**src/rtl/fan_pkg.sv**
```systemverilog
// Fan PWM driver shared definitions.
// Holds the controller state encoding, level/phase widths, counter width,
// parameter defaults and the single-step level helper used by the ramp logic.
package fan_pkg;

    typedef enum logic [2:0] {
        ST_IDLE  = 3'd0,
        ST_KICK  = 3'd1,
        ST_RAMP  = 3'd2,
        ST_HOLD  = 3'd3,
        ST_FAULT = 3'd4
    } fan_state_t;

    localparam int               LEVEL_W   = 4;
    localparam logic [LEVEL_W-1:0] PHASE_MAX = 4'd14;
    localparam int               CNT_W     = 16;

    localparam int CLK_DIV_DEF       = 4;
    localparam int RAMP_PERIODS_DEF  = 2;
    localparam int KICK_PERIODS_DEF  = 4;
    localparam int STALL_PERIODS_DEF = 8;

    // One level step toward tgt; saturates by construction (only moves when
    // tgt is strictly above/below cur), so the level can never wrap.
    function automatic logic [LEVEL_W-1:0] step_toward(
        input logic [LEVEL_W-1:0] cur,
        input logic [LEVEL_W-1:0] tgt
    );
        if (tgt > cur) begin
            return cur + LEVEL_W'(1);
        end else if (tgt < cur) begin
            return cur - LEVEL_W'(1);
        end else begin
            return cur;
        end
    endfunction

endpackage

```
**src/rtl/fan_pwm_driver_if.sv**
```systemverilog
// Fan PWM driver signal bundle.
// master: controller side (drives fan level request, tach in tach builds).
// slave : driver side (drives pwm_out, cur_level, busy, stall).
// Optional macro FAN_TACH_EN adds the asynchronous tach input.
interface fan_pwm_driver_if;
    import fan_pkg::*;

    logic [LEVEL_W-1:0] fan;
`ifdef FAN_TACH_EN
    logic               tach;
`endif
    logic               pwm_out;
    logic [LEVEL_W-1:0] cur_level;
    logic               busy;
    logic               stall;

    modport master (
        output fan,
`ifdef FAN_TACH_EN
        output tach,
`endif
        input  pwm_out, cur_level, busy, stall
    );

    modport slave (
        input  fan,
`ifdef FAN_TACH_EN
        input  tach,
`endif
        output pwm_out, cur_level, busy, stall
    );
endinterface

```
**src/rtl/fan_pwm_timebase.sv**
```systemverilog
// PWM timebase: prescaler 0..CLK_DIV-1 and 15-step phase counter 0..14.
// Ports: clk, rst (sync active-high), tick (prescaler at CLK_DIV-1),
//        boundary (tick on phase 14, i.e. last clk of a PWM period), phase.
module fan_pwm_timebase
    import fan_pkg::*;
#(
    parameter int CLK_DIV = CLK_DIV_DEF
) (
    input  logic               clk,
    input  logic               rst,
    output logic               tick,
    output logic               boundary,
    output logic [LEVEL_W-1:0] phase
);
    localparam int            PW        = (CLK_DIV > 1) ? $clog2(CLK_DIV) : 1;
    localparam logic [PW-1:0] PRESC_MAX = PW'(CLK_DIV - 1);

    logic [PW-1:0]      presc_r;
    logic [LEVEL_W-1:0] phase_r;

    assign tick     = (presc_r == PRESC_MAX);
    assign boundary = tick && (phase_r == PHASE_MAX);
    assign phase    = phase_r;

    // Prescaler and phase counter; phase wraps 14 -> 0 on the boundary tick.
    always_ff @(posedge clk) begin
        if (rst) begin
            presc_r <= '0;
            phase_r <= '0;
        end else begin
            if (tick) begin
                presc_r <= '0;
            end else begin
                presc_r <= presc_r + PW'(1);
            end
            if (boundary) begin
                phase_r <= '0;
            end else if (tick) begin
                phase_r <= phase_r + LEVEL_W'(1);
            end else begin
                phase_r <= phase_r;
            end
        end
    end
endmodule

```
**src/rtl/fan_pwm_driver.sv**
```systemverilog
// Fan PWM driver: soft-start kick, ramped level changes and optional stall
// detection. All state changes happen on PWM period boundaries.
// Ports: clk, rst (sync active-high), bus (fan_pwm_driver_if.slave):
//   fan in (requested level), pwm_out, cur_level, busy (KICK/RAMP),
//   stall (FAULT). Macro FAN_TACH_EN adds tach input and stall detection;
//   without it stall is tied low and FAULT is never entered.
// Every output is a register fed from the FSM/timebase registers, so all
// outputs trail the internal state by exactly one clk.
module fan_pwm_driver
    import fan_pkg::*;
#(
    parameter int CLK_DIV       = CLK_DIV_DEF,
    parameter int RAMP_PERIODS  = RAMP_PERIODS_DEF,
    parameter int KICK_PERIODS  = KICK_PERIODS_DEF
`ifdef FAN_TACH_EN
    ,
    parameter int STALL_PERIODS = STALL_PERIODS_DEF
`endif
) (
    input  logic            clk,
    input  logic            rst,
    fan_pwm_driver_if.slave bus
);
    logic               tick_s;
    logic               boundary_s;
    logic [LEVEL_W-1:0] phase_s;
    logic [LEVEL_W-1:0] step_s;

    fan_state_t         state_r;
    logic [LEVEL_W-1:0] level_r;
    logic [CNT_W-1:0]   kick_cnt_r;
    logic [CNT_W-1:0]   ramp_cnt_r;
    logic               tick_d_r;
    logic               pwm_out_r;
    logic [LEVEL_W-1:0] cur_level_r;
    logic               busy_r;

    fan_pwm_timebase #(.CLK_DIV(CLK_DIV)) u_timebase (
        .clk      (clk),
        .rst      (rst),
        .tick     (tick_s),
        .boundary (boundary_s),
        .phase    (phase_s)
    );

    // Direction is recomputed from the live request at every step.
    assign step_s = step_toward(level_r, bus.fan);

`ifdef FAN_TACH_EN
    logic [2:0]       tach_sync_r;
    logic             tach_seen_r;
    logic             tach_edge_s;
    logic             tach_quiet_s;
    logic [CNT_W-1:0] stall_cnt_r;
    logic             stall_r;

    // [0],[1] synchronise; [2] holds the previous synchronised sample.
    assign tach_edge_s  = tach_sync_r[1] & ~tach_sync_r[2];
    // An edge on the boundary clk itself still belongs to the ending period.
    assign tach_quiet_s = ~(tach_seen_r | tach_edge_s);

    // Tach synchroniser and per-period edge latch.
    always_ff @(posedge clk) begin
        if (rst) begin
            tach_sync_r <= 3'b000;
            tach_seen_r <= 1'b0;
        end else begin
            tach_sync_r <= {tach_sync_r[1:0], bus.tach};
            if (boundary_s) begin
                tach_seen_r <= 1'b0;
            end else if (tach_edge_s) begin
                tach_seen_r <= 1'b1;
            end else begin
                tach_seen_r <= tach_seen_r;
            end
        end
    end
`endif

    // Controller FSM: evaluated only on PWM period boundaries.
    always_ff @(posedge clk) begin
        if (rst) begin
            state_r    <= ST_IDLE;
            level_r    <= '0;
            kick_cnt_r <= '0;
            ramp_cnt_r <= '0;
`ifdef FAN_TACH_EN
            stall_cnt_r <= '0;
`endif
        end else if (boundary_s) begin
            case (state_r)
                ST_IDLE: begin
                    level_r    <= '0;
                    kick_cnt_r <= '0;
                    if (bus.fan != 4'd0) begin
                        state_r <= ST_KICK;
                    end else begin
                        state_r <= ST_IDLE;
                    end
                end
                ST_KICK: begin
                    if (bus.fan == 4'd0) begin
                        state_r    <= ST_IDLE;
                        kick_cnt_r <= '0;
                    end else if (kick_cnt_r == CNT_W'(KICK_PERIODS - 1)) begin
                        state_r    <= ST_RAMP;
                        level_r    <= 4'd1;
                        kick_cnt_r <= '0;
                        ramp_cnt_r <= '0;
                    end else begin
                        kick_cnt_r <= kick_cnt_r + CNT_W'(1);
                    end
                end
                ST_RAMP: begin
                    if (level_r == bus.fan) begin
                        state_r    <= ST_HOLD;
                        ramp_cnt_r <= '0;
                    end else if (ramp_cnt_r == CNT_W'(RAMP_PERIODS - 1)) begin
                        ramp_cnt_r <= '0;
                        level_r    <= step_s;
                        if (step_s == 4'd0) begin
                            state_r <= ST_IDLE;
                        end else if (step_s == bus.fan) begin
                            state_r <= ST_HOLD;
                        end else begin
                            state_r <= ST_RAMP;
                        end
                    end else begin
                        ramp_cnt_r <= ramp_cnt_r + CNT_W'(1);
                    end
`ifdef FAN_TACH_EN
                    stall_cnt_r <= '0;
`endif
                end
                ST_HOLD: begin
                    if (bus.fan != level_r) begin
                        // A zero request also ramps down rather than cutting.
                        state_r    <= ST_RAMP;
                        ramp_cnt_r <= '0;
`ifdef FAN_TACH_EN
                        stall_cnt_r <= '0;
                    end else if ((level_r != 4'd0) && tach_quiet_s) begin
                        if (stall_cnt_r == CNT_W'(STALL_PERIODS - 1)) begin
                            state_r     <= ST_FAULT;
                            level_r     <= '0;
                            stall_cnt_r <= '0;
                        end else begin
                            stall_cnt_r <= stall_cnt_r + CNT_W'(1);
                        end
                    end else begin
                        stall_cnt_r <= '0;
`else
                    end else begin
                        state_r <= ST_HOLD;
`endif
                    end
                end
                ST_FAULT: begin
                    level_r <= '0;
                    if (bus.fan == 4'd0) begin
                        state_r <= ST_IDLE;
                    end else begin
                        state_r <= ST_FAULT;
                    end
                end
                default: begin
                    state_r <= ST_IDLE;
                    level_r <= '0;
                end
            endcase
        end
    end

    // Output stage. FSM and phase registers only move on tick edges, so the
    // outputs are refreshed on the clk after each tick.
    always_ff @(posedge clk) begin
        if (rst) begin
            tick_d_r    <= 1'b0;
            pwm_out_r   <= 1'b0;
            cur_level_r <= '0;
            busy_r      <= 1'b0;
`ifdef FAN_TACH_EN
            stall_r     <= 1'b0;
`endif
        end else begin
            tick_d_r <= tick_s;
            if (tick_d_r) begin
                cur_level_r <= level_r;
                busy_r      <= (state_r == ST_KICK) || (state_r == ST_RAMP);
`ifdef FAN_TACH_EN
                stall_r     <= (state_r == ST_FAULT);
`endif
                case (state_r)
                    ST_KICK:  pwm_out_r <= 1'b1;
                    ST_FAULT: pwm_out_r <= 1'b0;
                    default:  pwm_out_r <= (phase_s < level_r);
                endcase
            end
        end
    end

    assign bus.pwm_out   = pwm_out_r;
    assign bus.cur_level = cur_level_r;
    assign bus.busy      = busy_r;
`ifdef FAN_TACH_EN
    assign bus.stall     = stall_r;
`else
    assign bus.stall     = 1'b0;
`endif
endmodule
```
**src/flat_wrapper.sv**
```systemverilog
// flat-port wrapper written by rule: the top's interface ports become plain ports
module fan_pwm_driver_flat import fan_pkg::*;
#(
    parameter int CLK_DIV       = CLK_DIV_DEF,
    parameter int RAMP_PERIODS  = RAMP_PERIODS_DEF,
    parameter int KICK_PERIODS  = KICK_PERIODS_DEF

)
  (clk, rst, bus_fan, bus_pwm_out, bus_cur_level, bus_busy, bus_stall);
  fan_pwm_driver_if bus_i ();
  input  logic clk;
  input  logic rst;
  input wire logic [$bits(bus_i.fan)-1:0] bus_fan;
  output wire logic [$bits(bus_i.pwm_out)-1:0] bus_pwm_out;
  output wire logic [$bits(bus_i.cur_level)-1:0] bus_cur_level;
  output wire logic [$bits(bus_i.busy)-1:0] bus_busy;
  output wire logic [$bits(bus_i.stall)-1:0] bus_stall;
  assign bus_i.fan = bus_fan;
  assign bus_pwm_out = bus_i.pwm_out;
  assign bus_cur_level = bus_i.cur_level;
  assign bus_busy = bus_i.busy;
  assign bus_stall = bus_i.stall;
  fan_pwm_driver #(.CLK_DIV(CLK_DIV), .RAMP_PERIODS(RAMP_PERIODS), .KICK_PERIODS(KICK_PERIODS)) u_core (.clk(clk), .rst(rst), .bus(bus_i));
endmodule
```
**config.mk**
```make
export PLATFORM = sky130hd
export DESIGN_NAME = fan_pwm_driver_flat
export DESIGN_NICKNAME = d
export VERILOG_FILES = /design/src/rtl/fan_pkg.sv /design/src/rtl/fan_pwm_driver_if.sv /design/src/rtl/fan_pwm_timebase.sv /design/src/rtl/fan_pwm_driver.sv /design/src/flat_wrapper.sv
export SDC_FILE = /design/constraint.sdc
export NUM_CORES = 1
export LEC_CHECK = 0
export ABC_AREA = 1
export CORE_AREA = 2 2 83 85
export CTS_BUF_LIST = sky130_fd_sc_hd__clkbuf_2 sky130_fd_sc_hd__clkbuf_4 sky130_fd_sc_hd__clkbuf_8
export DETAILED_ROUTE_END_ITERATION = 10
export DIE_AREA = 0 0 85 87
export PLACE_DENSITY = 0.7
export SLEW_MARGIN = 20
export SYNTH_ARGS = -nofsm -noshare
export SYNTH_HDL_FRONTEND = slang
export SYNTH_SLANG_ARGS = --single-unit
```
**constraint.sdc**
```tcl
create_clock -name clk -period 2.7 [get_ports clk]
set_input_delay 0.405 -clock clk [delete_from_list [all_inputs] [get_ports clk]]
set_output_delay 0.405 -clock clk [all_outputs]
set_load 0.01 [all_outputs]
```
== Yosys cells after proc, flatten, opt, wreduce, memory -nomap -nowiden ==
Index checks and enable logic that the tools add are counted.

* Output and inout port bits: 7
* Register bits: 52
* RAM bits: 0
* Word-level logic and storage cells: 79
* Input port bits: 6
* Latch bits: 0
* Memories: 0
* Memory bits (read-only): 0

* Multiplexer cells: 27
* Shift-type cells: 0
* $lt $le $gt $ge: 3
* Bitwise logic cells: 1
* $add $sub $neg: 6
* $mul: 0
* Divide/modulo/power cells: 0
* Reductions and logical operators: 14
* Eq/ne operators: 18

{| class="wikitable"
|+ Operator list
! kind !! count
|-
| $mux 16 || 7
|-
| $pmux 16 s3 || 1
|-
| $add 16x1->16 const B || 2
|-
| $pmux 16 s2 || 1
|-
| $mux 4 || 6
|-
| $mux 3 || 6
|-
| $eq 16x1->1 const B || 1
|-
| $eq 16x2->1 const B || 1
|-
| $pmux 3 s5 || 1
|-
| $pmux 4 s3 || 1
|-
| $add 4x1->4 const B || 2
|-
| $eq 4x4->1 || 2
|-
| $logic_not 4->1 || 2
|-
| $lt 4x4->1 || 2
|-
| $eq 3x2->1 const B || 2
|-
| $ne 2x1->1 const B || 3
|-
| $ne 3x1->1 const B || 2
|-
| $reduce_and 6->1 || 1
|-
| $reduce_and 5->1 || 1
|-
| $eq 4x4->1 const B || 1
|-
| $gt 4x4->1 || 1
|-
| $ne 2x2->1 const B || 2
|-
| $ne 4x4->1 || 1
|-
| $reduce_bool 4->1 || 1
|-
| 16 further kinds || 19
|}

== Logic depth before layout (Yosys ltp) ==
Gate-level depths: netlist of the first run.

* Word-level depth: 9
* Depth in mapped cells: 20
* Depth with buffers taken out: 20

== Cells and area by module ==
From an unflattened synthesis of the first run, not the netlist that was laid out.

* Cell total of the unflattened synthesis: 424
* Area total of the unflattened synthesis: 2971.6 um2

{| class="wikitable"
|+ By module, submodules not included
! module !! instances !! cells each !! sequential area each (um2) !! area an instance (um2)
|-
| fan_pwm_driver || 1 || 389 || 920.9 || 2700.1
|-
| fan_pwm_timebase || 1 || 35 || 120.1 || 271.5
|}

== Worst setup path before layout of the first run ==
OpenSTA, ideal clock, no wires.

* Path type: register to register
* From: register u_core.level_r[2]
* To: register u_core.ramp_cnt_r[13]
* Path buffers: 0
* Setup slack: 0.610 ns
* Arrival: 1.975 ns
* Cell stages (with the launch flop): 16
* Library setup time: 0.115 ns
* Data required time: 2.585 ns
* Cell sequence: dfxtp_1 inv_1 ha_1 nand2_1 inv_2 nand3_4 inv_4 nand2_2 nor2_1 a211oi_2 nand2_4 nor2_4 nand3_2 nor2_1 nand2_1 and3_1

* Longest elaborated chain between the ends: 3
* Elaborated cells on any way between the ends: 6

{| class="wikitable"
|+ Ends and longest elaborated chain
! what !! RTL line !! source
|-
| start, declared || fan_pwm_driver.sv:30 || <nowiki>logic [LEVEL_W-1:0] level_r;</nowiki>
|-
| start signal, assigned || fan_pwm_driver.sv:120 || <nowiki>level_r <= step_s;</nowiki>
|-
| $ne 4x4->1 or $eq 4x4->1 (tied branches) || fan_pwm_driver.sv:136, fan_pwm_driver.sv:115 ||
|-
| $ne 2x1->1 (no line) or $mux 16 (tied branches) || -- ||
|-
| $reduce_and 5->1 (no line) or $pmux 16 s3 (tied branches) || -- ||
|-
| end signal, assigned || fan_pwm_driver.sv:129 || <nowiki>ramp_cnt_r <= ramp_cnt_r + CNT_W'(1);</nowiki>
|-
| end, declared || fan_pwm_driver.sv:32 || <nowiki>logic [CNT_W-1:0] ramp_cnt_r;</nowiki>
|}

Parallel ways exist; a longest one is shown, timed or not.
A chain may end at the register's enable or synchronous reset.

== Worst setup path after layout of the first run ==
* From: register u_core.level_r[1]
* To: register u_core.state_r[0]

* Longest elaborated chain between the ends: 9
* Elaborated cells on any way between the ends: 18

{| class="wikitable"
|+ Ends and longest elaborated chain
! what !! RTL line !! source
|-
| $sub 4x1->4 or $lt 4x4->1 (tied branches) || fan_pkg.sv:32, fan_pkg.sv:31 ||
|-
| $mux 4 || fan_pkg.sv:31 || <nowiki>end else if (tgt < cur) begin</nowiki>
|-
| $mux 4 || fan_pkg.sv:29 || <nowiki>if (tgt > cur) begin</nowiki>
|-
| $eq 4x4->1 || fan_pwm_driver.sv:123 || <nowiki>end else if (step_s == bus.fan) begin</nowiki>
|-
| $mux 1 || fan_pwm_driver.sv:123 ||
|-
| $mux 3 || fan_pwm_driver.sv:121 || <nowiki>if (step_s == 4'd0) begin</nowiki>
|-
| $mux 3 || fan_pwm_driver.sv:118 || <nowiki>end else if (ramp_cnt_r == CNT_W'(RAMP_PERIODS - 1)) begin</nowiki>
|-
| $mux 3 || fan_pwm_driver.sv:115 || <nowiki>if (level_r == bus.fan) begin</nowiki>
|-
| $pmux 3 s5 || fan_pwm_driver.sv:91 || <nowiki>case (state_r)</nowiki>
|-
| end signal, assigned || fan_pwm_driver.sv:116 || <nowiki>state_r <= ST_HOLD;</nowiki>
|-
| end signal, assigned || fan_pwm_driver.sv:122 || <nowiki>state_r <= ST_IDLE;</nowiki>
|-
| end signal, assigned || fan_pwm_driver.sv:124 || <nowiki>state_r <= ST_HOLD;</nowiki>
|-
| end, declared || fan_pwm_driver.sv:29 || <nowiki>fan_state_t state_r;</nowiki>
|}

Parallel ways exist; a longest one is shown, timed or not. The select of a mux whose other input is x is not followed.

==> key figures, run 1 <==
STA
  • Endpoints failing hold: 0
  • Slew Limit Fails: 0
  • RSZ-0062 raised after global routing: false
  • Clock skew: slightly below 0.009 ns
  • Final setup TNS: 0 ns
  • Max Freq: 415 MHz
  • Worst setup margin: roughly 0.29 ns
  • Crit path time final: about 2.4 ns
  • Crit share post-route: roughly nine tenths
  • Worst slew margin: roughly 64%
  • Final setup viols: 0
  • Worst-margin pin slew: approximately 0.54 ns

Worst setup path
  • R2R Path Start: u_core.level_r[1]
  • Crit path required time: slightly below 3 ns
  • Family with the most delay on the worst path: simple AND/OR/NAND/NOR gates
  • FF-to-FF End: u_core.state_r[0]
  • Worst Path Buf+Inv: 1
  • R2R setup slack: just under 0.3 ns
  • Crit path cell chain: inv_1 > ha_1 > nand2_1 > nand2_1 > nand2_1 > nand2_1 > nand3_1 > nand3_1 > nand3_1 > nor2_1 > nor2_1 > nand2_1 > nand2_1 > nand2_1 > nand2_1 > nand2_1 > a21oi_1
  • Crit-path slowest cell: dfxtp_1
  • Max incr delay on CP: around 0.4 ns
  • Startpoint types: flop
  • Worst-path fanout max: 7
  • Crit Path Category: flop to flop
  • FF-to-FF path depth: 17
  • CP arrival: approximately 2.6 ns
  • Most frequent CP cell: nand2_1
  • Critical path endpoint category: flop

Floorplan
  • Core ar.: roughly 6600 sq um
  • Die Width: ~85 um
  • Die Area: approximately 7400 sq um
  • FP Rows: 30
  • IO Count: 13
  • Die Ht: ~87 um
  • Initial Util: 47.7%

Place
  • Gpl congestion: 0.879
  • Place WS: around 0.036 ns
  • IO buf count: 11
  • Hpwl dp: about 5100 um

Clock network
  • CTS Buf Count: 5
  • Hold_buf cts: 0
  • CTS-repair resized insts: 0
  • Num Clock Sinks: 52
  • H-tree levels: 2
  • Root Driver: clkbuf_8
  • Post-CTS Setup Repair Bufs: 0
  • CTS tree: yes
  • Clock Path Buffers: 2
  • Reg clk slew, reported paths: between 0.1 and 0.15 ns
  • Latest clock arrival within the worst-skew pair: slightly above 0.3 ns

Yosys
  • Yosys top cell area share: between 30% and 40%
  • Register bit count reported by yosys: 52
  • Ys Warns: 0
  • Mapped Avg Cell Area: around 7 sq um
  • Cells after Synth: around 450
  • Post-synth top area cell: dfxtp_1
  • Syn nets: about 470
  • Synth Cell Area: approximately 3100 sq um
  • Post-synth ARST share: 0%
  • Main synth FF type: dfxtp_1
  • EDFF count, synth: 0
  • Post-synthesis sequential area ratio: 33.3%
  • Unique cell type count in the Yosys netlist: 46
  • Top cells by area, synth: dfxtp_1, nand2_1, inv_1

Flow run
  • Max_cap viols: 0

Route
  • Pre-Repair DR Iteration Count: 4
  • Via count: 2,882
  • Routed WL: approximately 6700 um
  • Post-route ant nets: 0
  • DRC Markers: 0
  • Starting DRT DRC Count: around 170
  • Detail-routed via count per cell: roughly 5.3
  • Routed WL per cell: roughly 12 um

Layout
  • Footprint of the multi-input gates: approximately 1800 sq um
  • Area grow syn2layout: 10.5%
  • Fraction of layout cells with a size suffix above 1: between 10% and 20%
  • # diodes: 0
  • Filler instances: between 600 and 700
  • Post-layout nets: 485
  • Finished Core Util: 52.6%
  • Register Area: around 1000 sq um

Pwr
  • VDD IR max: about 0.26 mV
  • Power Density: 392 nW/um^2
  • Standby leakage power: 0.00141 uW
  • Power, Total: 1350 uW

Global route
  • Pin count of the biggest net entering global routing: 19
  • Vias in the first global route: approximately 2,700
  • Total grt overflow: 0
  • Initial antenna violation count: 0
  • First-pass GRT wire length: around 11,000 um
  • GRT Util Overall: between 15 and 20%

Status
  • Outcome: finished, final reports clean

Hold path
  • Hold Crit Depth: 1
  • Hold_sp: u_core.u_timebase.presc_r[0]
  • HP Class: flop to flop
  • WHS Endpoint: u_core.u_timebase.presc_r[0]
-- power breakdown --
group          switching (uW)  internal (uW)
clock                     282            191
sequential               5.64            776
combinational            60.6           39.5
-- placed cells by master (no fill, tap or decap), drive strengths merged, types with 2 or more instances in the layout --
cell            n
a211oi          4
nor3           20
and3            3
clkdlybuf4s50  11
dfxtp          52
a31oi           5
ha             15
nor2           49
nand3          34
buf             8
nor3b           3
inv            73
a21oi          29
xor2           13
nand2          90
nor4            7
xnor2           2
clkbuf          5
o21ai          17
nand4          12
-- metrics by stage --
step,cells,cell area (sq um),hold WS [ns]
finish,545,3460,0.432
global route,545,3460,0.451
CTS,545,3460,0.439
detailed placement,537,3360,0.423
global placement,537,3360,0.416
floorplan,445,3130,0.404
-- final cells by class --
type | instances | share of cell area (%)
Timing Repair Buffer | 19 | 4.92
Tap cell | 80 | 2.89
Clock buffer | 5 | 1.99
Clock inverter | 3 | 0.796
Inverter | 72 | 7.89
Multi-Input combinational cell | 314 | 51.4
Sequential cell | 52 | 30.1
-- layer usage --
| metal | up-vias | wire [um] | track usage [%] | share of wire [%] |
|---|---|---|---|---|
| li1 | 1502 | - | - | - |
| met1 | 1314 | 3250 | 23.4 | 49 |
| met2 | 57 | 3140 | 33.0 | 47 |
| met3 | 9 | 220 | 3.32 | 3.3 |
| met4 | 0 | 65 | 3.75 | 0.97 |
| met5 | - | 0 | 0 | 0 |
-- flip-flops by register name (all words and copies together), names as in the netlist --
signal and count:
u_core.bus.busy 1, u_core.tick_d_r 1, u_core.bus.cur_level 4, u_core.level_r 4
u_core.bus.pwm_out 1, u_core.u_timebase.presc_r 2, u_core.state_r 3, u_core.u_timebase.phase 4
u_core.ramp_cnt_r 16, u_core.kick_cnt_r 16
-- cell usage after synthesis (2+ instances only) --
cell,number
xor2_1,13
a211oi_1,2
a211oi_2,2
o21ai_0,13
nor3b_1,3
xnor2_1,2
inv_1,65
nor2_2,7
nand2_1,86
ha_1,15
nand2_2,3
a31oi_1,5
clkbuf_1,4
and3_1,3
nor3_1,18
inv_2,6
nor4_1,7
a21oi_1,27
nor3_2,2
nor2_4,4
nand3_1,31
nand3_2,2
o21ai_1,4
nand4_1,11
dfxtp_1,52
nor2_1,38
-- cells by family (layout without fill, tap and decap cells) --
family	after synthesis	in the layout	share of synthesized area, %
DFF	52	52	33.3
adders and majority gates	15	15	6.00
other	1	1	0.120
buffers and inverters	79	99	9.95
and+or+nand+nor	219	219	33.9
AOI/OAI and AO/OA	64	64	12.6
xor gates and xnor gates	15	15	4.20
-- worst max-delay path by stage --
| stage | slack, ns | to | cells past startpoint | startpoint |
|---|---|---|---|---|
| finish | 0.29 | u_core.state_r[0] | 17 | u_core.level_r[1] |
| floorplan | 0.61 | u_core.ramp_cnt_r[13] | 15 | u_core.level_r[2] |
| detailed placement | 0.04 | u_core.state_r[0] | 18 | bus_fan[1] |
| CTS | 0.33 | u_core.state_r[0] | 18 | u_core.level_r[1] |
| global route | 0.08 | u_core.state_r[0] | 18 | u_core.level_r[1] |
| global placement | 0.10 | u_core.state_r[0] | 18 | bus_fan[1] |
No activity file was read; power rests on OpenSTA's default activity.
==> run 2: changes to the inputs <==
PLACE_DENSITY = 0.77   (was 0.7)
==> key figures, run 2 (same netlist as run 1, synthesis figures left out) <==
Status
  • Outcome: finished, final reports clean

Floorplan
  • IO Count: 13
  • Die Area: 7400 sq um
  • Initial Util: 47.7%
  • FP Rows: 30
  • Die Ht: 87 um
  • Die Width: 85 um
  • Core ar.: between 6000 and 7000 sq um

Worst setup path
  • R2R Path Start: u_core.level_r[1]
  • Worst Path Buf+Inv: 1
  • Most frequent CP cell: nand2_1
  • Crit path required time: 2.90 ns
  • R2R setup slack: approximately 0.24 ns
  • Crit Path Category: flop to flop
  • Family with the most delay on the worst path: simple AND/OR/NAND/NOR gates
  • Startpoint types: flop
  • Max incr delay on CP: about 0.40 ns
  • Critical path endpoint category: flop
  • Crit-path slowest cell: dfxtp_1
  • CP arrival: ~2.7 ns
  • Crit path cell chain: inv_1 > ha_1 > nand2_1 > nand2_1 > nand2_1 > nand2_1 > nand3_1 > nand3_1 > nand3_1 > nor2_1 > nor2_1 > nand2_1 > nand2_1 > nand2_1 > nand2_1 > nand2_1 > a21oi_1
  • CP startpoint: u_core.level_r[1]
  • Worst-path fanout max: 7

Global route
  • Vias in the first global route: about 2,700
  • Total grt overflow: 0
  • GRT Util Overall: 18.6%
  • First-pass GRT wire length: 11,600 um
  • Initial antenna violation count: 0
  • Pin count of the biggest net entering global routing: 19

Clock network
  • Reg clk slew, reported paths: approximately 0.10 ns
  • CTS tree: yes
  • Hold_buf cts: 0
  • Root Driver: clkbuf_8
  • Latest clock arrival within the worst-skew pair: a little over 0.3 ns
  • Num Clock Sinks: 52
  • CTS Buf Count: 5
  • H-tree levels: 2
  • Clock Path Buffers: 2

Layout
  • Most frequent cells in the layout: nand2_1, inv_1, dfxtp_1, nor2_1, nand3_1
  • Most common cell after layout, fill and taps aside: nand2_1
  • Regs by FF count: u_core.kick_cnt_r: 16 flops, u_core.ramp_cnt_r: 16 flops
  • Area grow syn2layout: 9.79%
  • # diodes: 0
  • Fraction of layout cells with a size suffix above 1: approximately 10%
  • Post-layout nets: around 480
  • Final Cell Area: between 3000 and 4000 sq um
  • Finished Core Util: a little over half

Place
  • Hpwl dp: slightly above 5000 um
  • IO buf count: 11
  • Placed instance area: 3340 sq um
  • Gpl congestion: 0.899

Pwr
  • VDD IR max: approximately 0.24 mV
  • Power, Total: 1350 uW
  • Standby leakage power: approximately 0.0014 uW
  • Power Density: between 300 and 400 nW/um^2

STA
  • Final setup viols: 0
  • RSZ-0062 raised after global routing: false
  • Endpoints failing hold: 0
  • Crit path time final: roughly 2.5 ns
  • Max Freq: 407 MHz
  • Crit share post-route: between 90% and 100%
  • Slew Limit Fails: 0
  • Clock skew: 0.0164 ns

Route
  • Via count: 2,855
  • Routed WL: ~6700 um
  • Starting DRT DRC Count: around 130
  • DRC Markers: 0
  • Routed WL per cell: about 12 um
  • Pre-Repair DR Iteration Count: 4
  • Post-route ant nets: 0
  • Detail-routed via count per cell: between 5 and 6

Flow run
  • Max_cap viols: 0

Hold path
  • HP Class: flop to flop
  • Hold_sp: u_core.u_timebase.presc_r[0]
run 2: cell types whose count changed in the layout (fill, tap and decap cells not counted):
cell,delta
inv_8,-1
inv_6,+2
a21oi_2,+1
a21oi_1,-1
clkinv_4,-1
buf_4,-3
run 2: path summary, 6_finish.rpt:
| kind | end | cells after the start |
|---|---|---|
| worst max-delay path | u_core.state_r[0] | 17 |
| worst min-delay path | u_core.u_timebase.presc_r[0] | 1 |
| worst max register to register | u_core.state_r[0] | 17 |
| worst min register to register | u_core.u_timebase.presc_r[0] | 1 |
run 2: repair_timing:
item / 4_1_cts / 5_1_grt
endpoints found under the setup margin: 0 / 2
gates resized for setup: 0 / 1
buffers inserted: 0 / 0
run 2: stage by stage:
step / hold slack (ns) / setup WS, ns / std cells / TNS [ns]
finish: 0.430 / 0.242 / 542 / 0
global route: 0.475 / 0.00745 / 542 / 0
CTS: 0.432 / 0.208 / 542 / 0
detailed placement: 0.417 / -0.0964 / 534 / -0.164
global placement: 0.413 / -0.0872 / 534 / -0.150
floorplan: 0.404 / 0.610 / 445 / 0
run 2: where the power goes:
part	internal [uW]	leakage (uW)	switching [uW]
combinational	38.5	0.000926	60.9
sequential	776	0.000419	5.77
clock	190	0.0000452	277
total	1000	0.00139	344
run 2: area by class of cell:
class                   instances  area (sq um)
multi-input cells             314          1780
clock buffers                   5          68.8
repair buffers                 16           148
inverters                      72           273
fillers                       639          3130
clock inverters                 3          25.0
flip-flops and latches         52          1040
well taps                      80           100
run 2: worst register-to-register path: cells and delay by family (launching register included):
kind / cells / cell delay, ns
AND/OR/NAND/NOR: 14 / 1.36
flip-flops: 1 / 0.40
adder cells (fa/ha/maj): 1 / 0.39
buffers and inverters: 1 / 0.17
AO/OA/AOI/OAI: 1 / 0.06
run 2: per-layer routing:
metal | GRT usage [%] | vias up | wire length, um
met5 | 0 | - | 0
li1 | - | 1498 | -
met2 | 31.3 | 50 | 3140
met4 | 6.35 | 0 | 68
met3 | 3.22 | 8 | 222
met1 | 24.3 | 1299 | 3270
